==> src/rtl/note_pkg.sv <==
// Shared constants and event-kind type for the note_select block.
package note_pkg;

    localparam int NUM_KEYS = 25;
    localparam int ID_W     = 5;
    localparam logic [ID_W-1:0] NONE_ID = 5'd31;

    typedef enum logic [1:0] {
        EV_NONE,
        EV_PRESS,
        EV_RELEASE
    } ev_kind_t;

endpackage

==> src/rtl/note_select_key_event_pick.sv <==
// Picks the next pending key event: releases before presses, lowest key index first.
module key_event_pick
    import note_pkg::*;
#(
    parameter int N = 25
) (
    input  logic [N-1:0]    release_v,
    input  logic [N-1:0]    press_v,
    output ev_kind_t        kind,
    output logic [ID_W-1:0] idx
);

    always_comb begin
        kind = EV_NONE;
        idx  = '0;
        // Scan downward so the lowest set index is the last one written.
        if (|release_v) begin
            kind = EV_RELEASE;
            for (int i = N - 1; i >= 0; i--)
                if (release_v[i]) idx = ID_W'(i);
        end else if (|press_v) begin
            kind = EV_PRESS;
            for (int i = N - 1; i >= 0; i--)
                if (press_v[i]) idx = ID_W'(i);
        end
    end

endmodule

==> src/rtl/note_select.sv <==
// Tracks the two most recent held notes and reports them to the wave stage, rate-limited by vsync frames.
// Define NOTE_SORT_EN to emit the pair in ascending id order instead of recency order.
module note_select
    import note_pkg::*;
#(
    parameter int              NUM_KEYS       = note_pkg::NUM_KEYS,
    parameter int              HOLDOFF_FRAMES = 2,
    parameter logic [ID_W-1:0] NONE_ID        = note_pkg::NONE_ID
) (
    input  logic                clock,
    input  logic                reset_n,
    input  logic [NUM_KEYS-1:0] key_down,
    input  logic                vsync,
    output logic [ID_W-1:0]     freq_id1,
    output logic [ID_W-1:0]     freq_id2,
    output logic                new_f_in,
    output logic                pending
);

    logic [1:0]          rst_sync;
    logic                rst_int_n;
    logic [2:0]          vs_q;
    logic                vsync_fall;
    logic [NUM_KEYS-1:0] key_q, press_v, release_v;
    logic [NUM_KEYS-1:0] ev_mask, press_clr, release_clr;
    logic [ID_W-1:0]     s1, s2, s1_nxt, s2_nxt;
    logic                dirty, slot_chg, emit;
    logic [3:0]          holdoff;
    ev_kind_t            ev_kind;
    logic [ID_W-1:0]     ev_idx;

    // Reset asserts immediately, releases two clocks after reset_n rises.
    always_ff @(posedge clock or negedge reset_n)
        if (!reset_n) rst_sync <= '0;
        else          rst_sync <= {rst_sync[0], 1'b1};
    assign rst_int_n = rst_sync[1];

    assign vsync_fall = vs_q[2] & ~vs_q[1];

    key_event_pick #(.N(NUM_KEYS)) u_pick (
        .release_v (release_v),
        .press_v   (press_v),
        .kind      (ev_kind),
        .idx       (ev_idx)
    );

    always_comb begin
        ev_mask = '0;
        if (ev_kind != EV_NONE) ev_mask[ev_idx] = 1'b1;
        press_clr   = (ev_kind == EV_PRESS)   ? ev_mask : '0;
        release_clr = (ev_kind == EV_RELEASE) ? ev_mask : '0;
    end

    always_comb begin
        s1_nxt   = s1;
        s2_nxt   = s2;
        slot_chg = 1'b0;
        case (ev_kind)
            EV_RELEASE: begin
                if (s1 == ev_idx) begin
                    s1_nxt   = s2;
                    s2_nxt   = NONE_ID;
                    slot_chg = 1'b1;
                end else if (s2 == ev_idx) begin
                    s2_nxt   = NONE_ID;
                    slot_chg = 1'b1;
                end
            end
            EV_PRESS: begin
                if (s1 != ev_idx) begin
                    s2_nxt   = s1;
                    s1_nxt   = ev_idx;
                    slot_chg = 1'b1;
                end
            end
            default: ;
        endcase
    end

    // Only report once the whole batch of edges has been folded into the slots.
    assign emit = dirty && (holdoff == 4'd0) && !(|release_v) && !(|press_v);

    always_ff @(posedge clock or negedge rst_int_n) begin
        if (!rst_int_n) begin
            vs_q      <= '0;
            key_q     <= '0;
            press_v   <= '0;
            release_v <= '0;
            s1        <= NONE_ID;
            s2        <= NONE_ID;
            dirty     <= 1'b0;
            holdoff   <= '0;
            new_f_in  <= 1'b0;
            freq_id1  <= NONE_ID;
            freq_id2  <= NONE_ID;
        end else begin
            vs_q      <= {vs_q[1:0], vsync};
            key_q     <= key_down;
            press_v   <= (press_v   | (key_down & ~key_q)) & ~press_clr;
            release_v <= (release_v | (~key_down & key_q)) & ~release_clr;
            s1        <= s1_nxt;
            s2        <= s2_nxt;
            new_f_in  <= emit;
            if (emit) begin
                dirty   <= 1'b0;
                holdoff <= 4'(HOLDOFF_FRAMES);
`ifdef NOTE_SORT_EN
                freq_id1 <= (s1 <= s2) ? s1 : s2;
                freq_id2 <= (s1 <= s2) ? s2 : s1;
`else
                freq_id1 <= s1;
                freq_id2 <= s2;
`endif
            end else begin
                if (slot_chg) dirty <= 1'b1;
                if (vsync_fall && holdoff != 4'd0) holdoff <= holdoff - 4'd1;
            end
        end
    end

    assign pending = dirty;

endmodule

==> config.mk <==
export PLATFORM = sky130hd
export DESIGN_NAME = note_select
export DESIGN_NICKNAME = d
export VERILOG_FILES = /design/src/rtl/note_pkg.sv /design/src/rtl/note_select_key_event_pick.sv /design/src/rtl/note_select.sv
export SDC_FILE = /design/constraint.sdc
export NUM_CORES = 1
export LEC_CHECK = 0
export CORE_MARGIN = 8
export CORE_UTILIZATION = 58
export CTS_CLUSTER_SIZE = 30
export DETAILED_ROUTE_END_ITERATION = 10
export GPL_TIMING_DRIVEN = 0
export PLACE_DENSITY = 0.8
export SLEW_MARGIN = 25
export SYNTH_ARGS = -nofsm -noshare
export SYNTH_HDL_FRONTEND = slang
export SYNTH_SLANG_ARGS = --single-unit
==> constraint.sdc <==
create_clock -name clock -period 4.2 [get_ports clock]
set_input_delay 0.84 -clock clock [delete_from_list [all_inputs] [get_ports clock]]
set_output_delay 0.84 -clock clock [all_outputs]
set_load 0.005 [all_outputs]
==> results of run 1 <==
[synth_stat cells (all sizes together) (4+ instances only)]
cell and n:
nor4 15, nor2b 6, or4 7, o31ai 4
nand2 34, a21boi 8, nor3 10, nor3b 4
nand2b 4, xnor2 11, clkbuf 4, o21ai 26
a31oi 5, a21oi 94, dfstp 20, inv 59
nor2 41, dfrtp 86
[cells by family (layout without fill, tap and decap cells)]
group	Yosys count	count (layout)	share of synthesized area, %
adders and majority gates	1	1	0.2599
AOI/OAI and AO/OA	159	159	19.37
buffers and inverters	64	120	5.147
other	1	1	0.07791
xor gates and xnor gates	12	12	2.340
and+or+nand+nor	135	135	16.14
DFF	106	106	55.63
muxes	4	4	1.040
[critical path: cells and delay by family (launching register included)]
kind | cells | cell delay (ps)
AND/OR/NAND/NOR | 3 | 1470
flip-flops | 1 | 430
AO/OA/AOI/OAI | 4 | 980
buffers and inverters | 1 | 380
[stage by stage]
step                      hold WS [ps]  util [%]
after floorplan                  331.2         -
after global placement           335.9     65.59
after detailed placement         337.1     65.97
after CTS                        359.1     68.82
after global routing             381.0     68.91
final                            357.1     68.91
[per-layer routing]
| metal | wire length [microns] | vias to the layer above |
|---|---|---|
| met4 | 304 | 0 |
| li1 | - | 1780 |
| met5 | 0 | - |
| met1 | 4799 | 1853 |
| met3 | 691 | 26 |
| met2 | 5580 | 116 |
[worst max path at each step]
stage / startpoint / endpoint / slack [ps]
2_1_floorplan: rst_sync[1]$_DFF_PN0_ / holdoff[0]$_DFFE_PN0P_ / 1060
3_3_place_gp: rst_sync[1]$_DFF_PN0_ / key_q[19]$_DFF_PN0_ / 40
3_5_place_dp: release_v[5]$_DFF_PN0_ / release_v[11]$_DFF_PN0_ / 840
4_1_cts: release_v[5]$_DFF_PN0_ / release_v[11]$_DFF_PN0_ / 780
5_1_grt: release_v[5]$_DFF_PN0_ / release_v[15]$_DFF_PN0_ / 480
6_report: release_v[5]$_DFF_PN0_ / release_v[15]$_DFF_PN0_ / 790
[area by class of cell]
cell class | instances | area (sq um)
sequential | 106 | 2681
fill | 614 | 2529
multi-input combinational | 312 | 1896
timing repair buffer | 40 | 417.9
inverter | 59 | 221.5
tap | 105 | 131.4
clock buffer | 9 | 123.9
clock inverter | 7 | 107.6
buffer | 5 | 26.28
[power groups by stage]
stage / logic (mW) / registers (mW) / clock network [mW]
2_1_floorplan: 0.307 / 1.24 / 0
3_3_place_gp: 0.433 / 1.27 / 0
3_5_place_dp: 0.464 / 1.27 / 0
4_1_cts: 0.465 / 1.25 / 0.724
5_1_grt: 0.518 / 1.27 / 0.767
6_report: 0.466 / 1.25 / 0.710
[state kept, by name (all words and copies together) (netlist names)]
signal / cells
freq_id1: 5
freq_id2: 5
holdoff: 4
key_q: 25
new_f_in: 1
pending: 1
press_v: 25
release_v: 25
rst_sync: 2
s1: 5
s2: 5
vs_q: 3
==> reports/qor.csv, run 1 <==
metric,value,unit
postCtsSetupBuffers,0,
grtUsageMet2,33.58,%
r2r_slack,790,ps
p_clk_share,29.3,%
cts_tree,done,
setup_viol,0,
syn_area,4813,sq um
core_area,8134,sq um
grt_max_degree,54,
area_delta_synth_final,16.45,%
start_util,59.18,%
grt-busiest-layer,met2,
grt_pass1_vias,3931,
ir_drop,270.5,uV
ys_ff_latch,106,
diodes,0,
internal_power,1.672,mW
ant_nets,0,
worstHoldStart,vs_q[0]$_DFF_PN0_,
endpoint_kind,register,
syn_nets,511,
drt_wl_total,11.38,mm
dp_hpwl,8.476,mm
cp_slowest_stage_delay,710,ps
holdBufCountCts,0,
yosys-top-cells-area,"dfrtp_1 45%, dfstp_2 11%, a21oi_1 9.8%, inv_1 4.6%, nor2_1 3.0%",
cp.arrival,3630,ps
r2r.worst_path.cells,8,
outcome,"finished, final reports clean",
p_sw_share,31.06,%
clkLatencyLatePin,370,ps
rows,33,
nNetsFinal,562,
ys_seq_area_share,55.63,%
r2r_start,release_v[5]$_DFF_PN0_,
track_usage,20.94,%
drive_gt1_share,11.71,%
post-route-cell-area,5605,sq um
place_ws,842.3,ps
cp_slowest_cell,nor2b_1,
final_common_cell,a21oi_1,
p_sw,753.1,uW
htreeDepth,3,
p_comb_share,19.2,%
boundaryPins,40,
wire_per_inst,17.69,microns
numPortBuffers,39,
layoutNonFillerInstCount,643,
rsz0062_at_grt,no,
final_max_slew_viol_count,0,
powerDensity,432.6,nW/um^2
clkSinkCount,106,
place.gp.congestion,0.9464,
hold_violations,0,
cts-root-buf,clkbuf_8,
path_cells,nor4_2 -> nand4_2 -> a211oi_2 -> o211ai_1 -> o41ai_1 -> clkbuf_1 -> nor2b_1 -> a21oi_1,
async_flop_share,100.0,%
p_leak,2.335,nW
first_pass_iters,4,
yosys_warnings,0,
grt.met3_usage,5.519,%
critPathMaxFanout,10,
slew_headroom,45.78,%
period_minus_slack,3409,ps
hold_end,vs_q[1]$_DFF_PN0_,
use_met1,25.87,%
die-area,11470,sq um
vias_per_cell,5.871,
worst_r2r_endpoint,release_v[15]$_DFF_PN0_,
final.setup.worst_slack,790.8,ps
power,2.425,mW
grt_first_pass_wirelength,18.94,mm
clkTransAtPathRegs,100,ps
clock_skew,9.756,ps
cap_violations,0,
dp.cells,627,
first_iter_violations,233,
antenna_found_initial,0,
clockBufferDepth,2,
gr-total-overflow,0,
yosysTopAreaCell,dfrtp_1,
max_clock_freq,293.3,MHz
layout_common_cells,"94 x a21oi_1, 85 x dfrtp_1, 59 x inv_1",
ys_types,56,
cts-resized-gates,0,
required,4420,ps
syn_inst,482,
hp-class,reg -> reg,
tns,0,ps
dpl_cell_area,5366,sq um
cts_made_buffers,9,
dominantRegCellSynth,dfrtp_1,
avgSynthCellArea,9.986,sq um
die_w,107.1,microns
holdPathStages,0,
seqPwrFrac,51.5,%
worst_pin_slew,811.6,ps
critPathLaunchType,register,
critPathKind,reg -> reg,
drc,0,
synth_edf_count,0,
period_share,81.17,%
die_y,107.1,microns
yosysTopAreaCellShare,44.71,%
vias,3775,
No activity file was read; power rests on OpenSTA's default activity.
==> inputs of run 2 (changes only) <==
clock period = 3.5 ns   (was 4.2 ns; I/O delays follow)
==> reports/qor.csv, run 2 (synthesis gave the netlist of run 1 again) <==
metric,value,unit,change
outcome,"finished, final reports clean",,
grt_max_degree,54,,unchanged
setup_viol,0,,unchanged
wire_per_inst,17.76,microns,+0.38%
drt_wl_total,11.40,mm,+0.22%
powerDensity,521.6,nW/um^2,+21%
die_y,107.1,microns,unchanged
critPathMaxFanout,10,,unchanged
gr-total-overflow,0,,unchanged
final_util,69.11,%,+0.20 points
grt_pass1_vias,3931,,unchanged
final_common_cell,a21oi_1,,
endpoint_kind,register,,
num-fill-cells,612,,-0.33%
internal_power,2.011,mW,+20%
critPathLaunchType,register,,
cts-root-buf,clkbuf_8,,
r2r.worst_path.cells,10,,+2
critPathKind,reg -> reg,,
hp-class,reg -> reg,,
place.gp.congestion,0.9464,,unchanged
holdPathStages,0,,unchanged
clockBufferDepth,2,,unchanged
p_sw,921.7,uW,+22%
p_leak,2.347,nW,+0.51%
post-route-cell-area,5622,sq um,+0.29%
p_clk_share,29.3,%,about the same
largestRegisters,"key_q x25, press_v x25, release_v x25",,
rsz0062_at_grt,no,,
clkTransAtPathRegs,100,ps,about the same
vias,3760,,-0.40%
first_iter_violations,190,,-18%
p_sw_share,31.43,%,+0.38 points
first_pass_iters,4,,unchanged
max_clock_freq,310.8,MHz,+5.9%
diodes,0,,unchanged
worst_pin_slew,726.2,ps,-85.34 ps
dp_hpwl,8.476,mm,unchanged
core_area,8134,sq um,unchanged
drc,0,,unchanged
htreeDepth,3,,unchanged
ant_nets,0,,unchanged
nNetsFinal,561,,-0.18%
cts_tree,done,,
rows,33,,unchanged
slew_headroom,50.95,%,+5.2 points
drive_gt1_share,12.29,%,+0.58 points
clkSinkCount,106,,unchanged
power,2.932,mW,+21%
clkLatencyLatePin,370,ps,about the same
die-area,11470,sq um,unchanged
antenna_found_initial,0,,unchanged
boundaryPins,40,,unchanged
area_delta_synth_final,16.79,%,
period_share,91.94,%,+11 points
die_w,107.1,microns,unchanged
numPortBuffers,39,,unchanged
grt_first_pass_wirelength,18.94,mm,unchanged
dpl_cell_area,5366,sq um,unchanged
ir_drop,330.3,uV,+22%
p_comb_share,19.4,%,+0.2 points
final_max_slew_viol_count,0,,unchanged
start_util,59.18,%,unchanged
clock_skew,8.372,ps,-1.384 ps
vias_per_cell,5.857,,-0.24%
track_usage,20.94,%,unchanged
period_minus_slack,3218,ps,-191.4 ps
layout_common_cells,"94 x a21oi_1, 85 x dfrtp_1, 59 x inv_1",,
seqPwrFrac,51.3,%,-0.2 points
cp.arrival,3510,ps,-120 ps
hold_violations,0,,unchanged
required,3790,ps,-630 ps
cts_made_buffers,9,,unchanged
cap_violations,0,,unchanged
-- run 2: path summary, 6_finish.rpt --
check	end	slack [ps]	from
setup / recovery	s2[3]$_DFFE_PN1P_	280	release_v[21]$_DFF_PN0_
setup reg to reg	s2[3]$_DFFE_PN1P_	280	release_v[21]$_DFF_PN0_
min in group asynchronous	key_q[5]$_DFF_PN0_	380	rst_sync[1]$_DFF_PN0_
hold / removal	vs_q[1]$_DFF_PN0_	360	vs_q[0]$_DFF_PN0_
max in group asynchronous	s2[4]$_DFFE_PN1P_	2380	rst_sync[1]$_DFF_PN0_
hold reg to reg	vs_q[1]$_DFF_PN0_	360	vs_q[0]$_DFF_PN0_
-- run 2: final cells by class --
cell class | count | area (sq um) | share of cell area, %
tap | 105 | 131.4 | 2.337
clock inverter | 7 | 107.6 | 1.914
clock buffer | 9 | 123.9 | 2.203
multi-input combinational | 312 | 1916 | 34.08
inverter | 59 | 221.5 | 3.939
buffer | 4 | 22.52 | 0.4006
timing repair buffer | 40 | 417.9 | 7.434
sequential | 106 | 2681 | 47.70
-- run 2: metrics by stage --
stage / instances / setup TNS (ps) / hold WS [ps] / setup WS [ps]
finish: 642 / 0 / 357.4 / 282.3
global route: 642 / 0 / 381.0 / 113.1
CTS: 643 / 0 / 359.1 / 75.29
detailed placement: 627 / 0 / 337.1 / 142.3
global placement: 626 / -54960 / 335.9 / -660.3
floorplan: 482 / 0 / 331.2 / 363.5
-- run 2: critical path, cell delays in order, from the launching register on --
cell and delay, ps:
dfrtp_1 440, nor4_2 450, nand3b_1 300, a211o_1 310, buf_6 150, o31ai_4 370, xor2_2 140, nor3_4 250
a31oi_2 170, nor3_2 420, a21oi_1 140
-- run 2: power by group through the flow --
| stage | clock (mW) | combinational, mW | sequential [mW] |
|---|---|---|---|
| 2_1_floorplan | 0 | 0.368 | 1.49 |
| 3_3_place_gp | 0 | 0.520 | 1.52 |
| 3_5_place_dp | 0 | 0.557 | 1.52 |
| 4_1_cts | 0.868 | 0.558 | 1.50 |
| 5_1_grt | 0.920 | 0.627 | 1.53 |
| 6_report | 0.858 | 0.569 | 1.51 |
-- run 2: timing repair --
item                                   CTS  global route
setup endpoints to repair                0            23
buffers inserted                         0             0
hold buffers                             0             0
endpoints found under the hold margin    0             0
gates resized for setup                  0             4
-- run 2: layer usage --
layer | track usage [%] | up-vias | part of all wire, %
met5 | 0 | - | 0
met4 | 9.648 | 0 | 3.0
met3 | 5.519 | 25 | 5.2
met2 | 33.58 | 100 | 49
met1 | 25.87 | 1858 | 43
li1 | - | 1777 | -
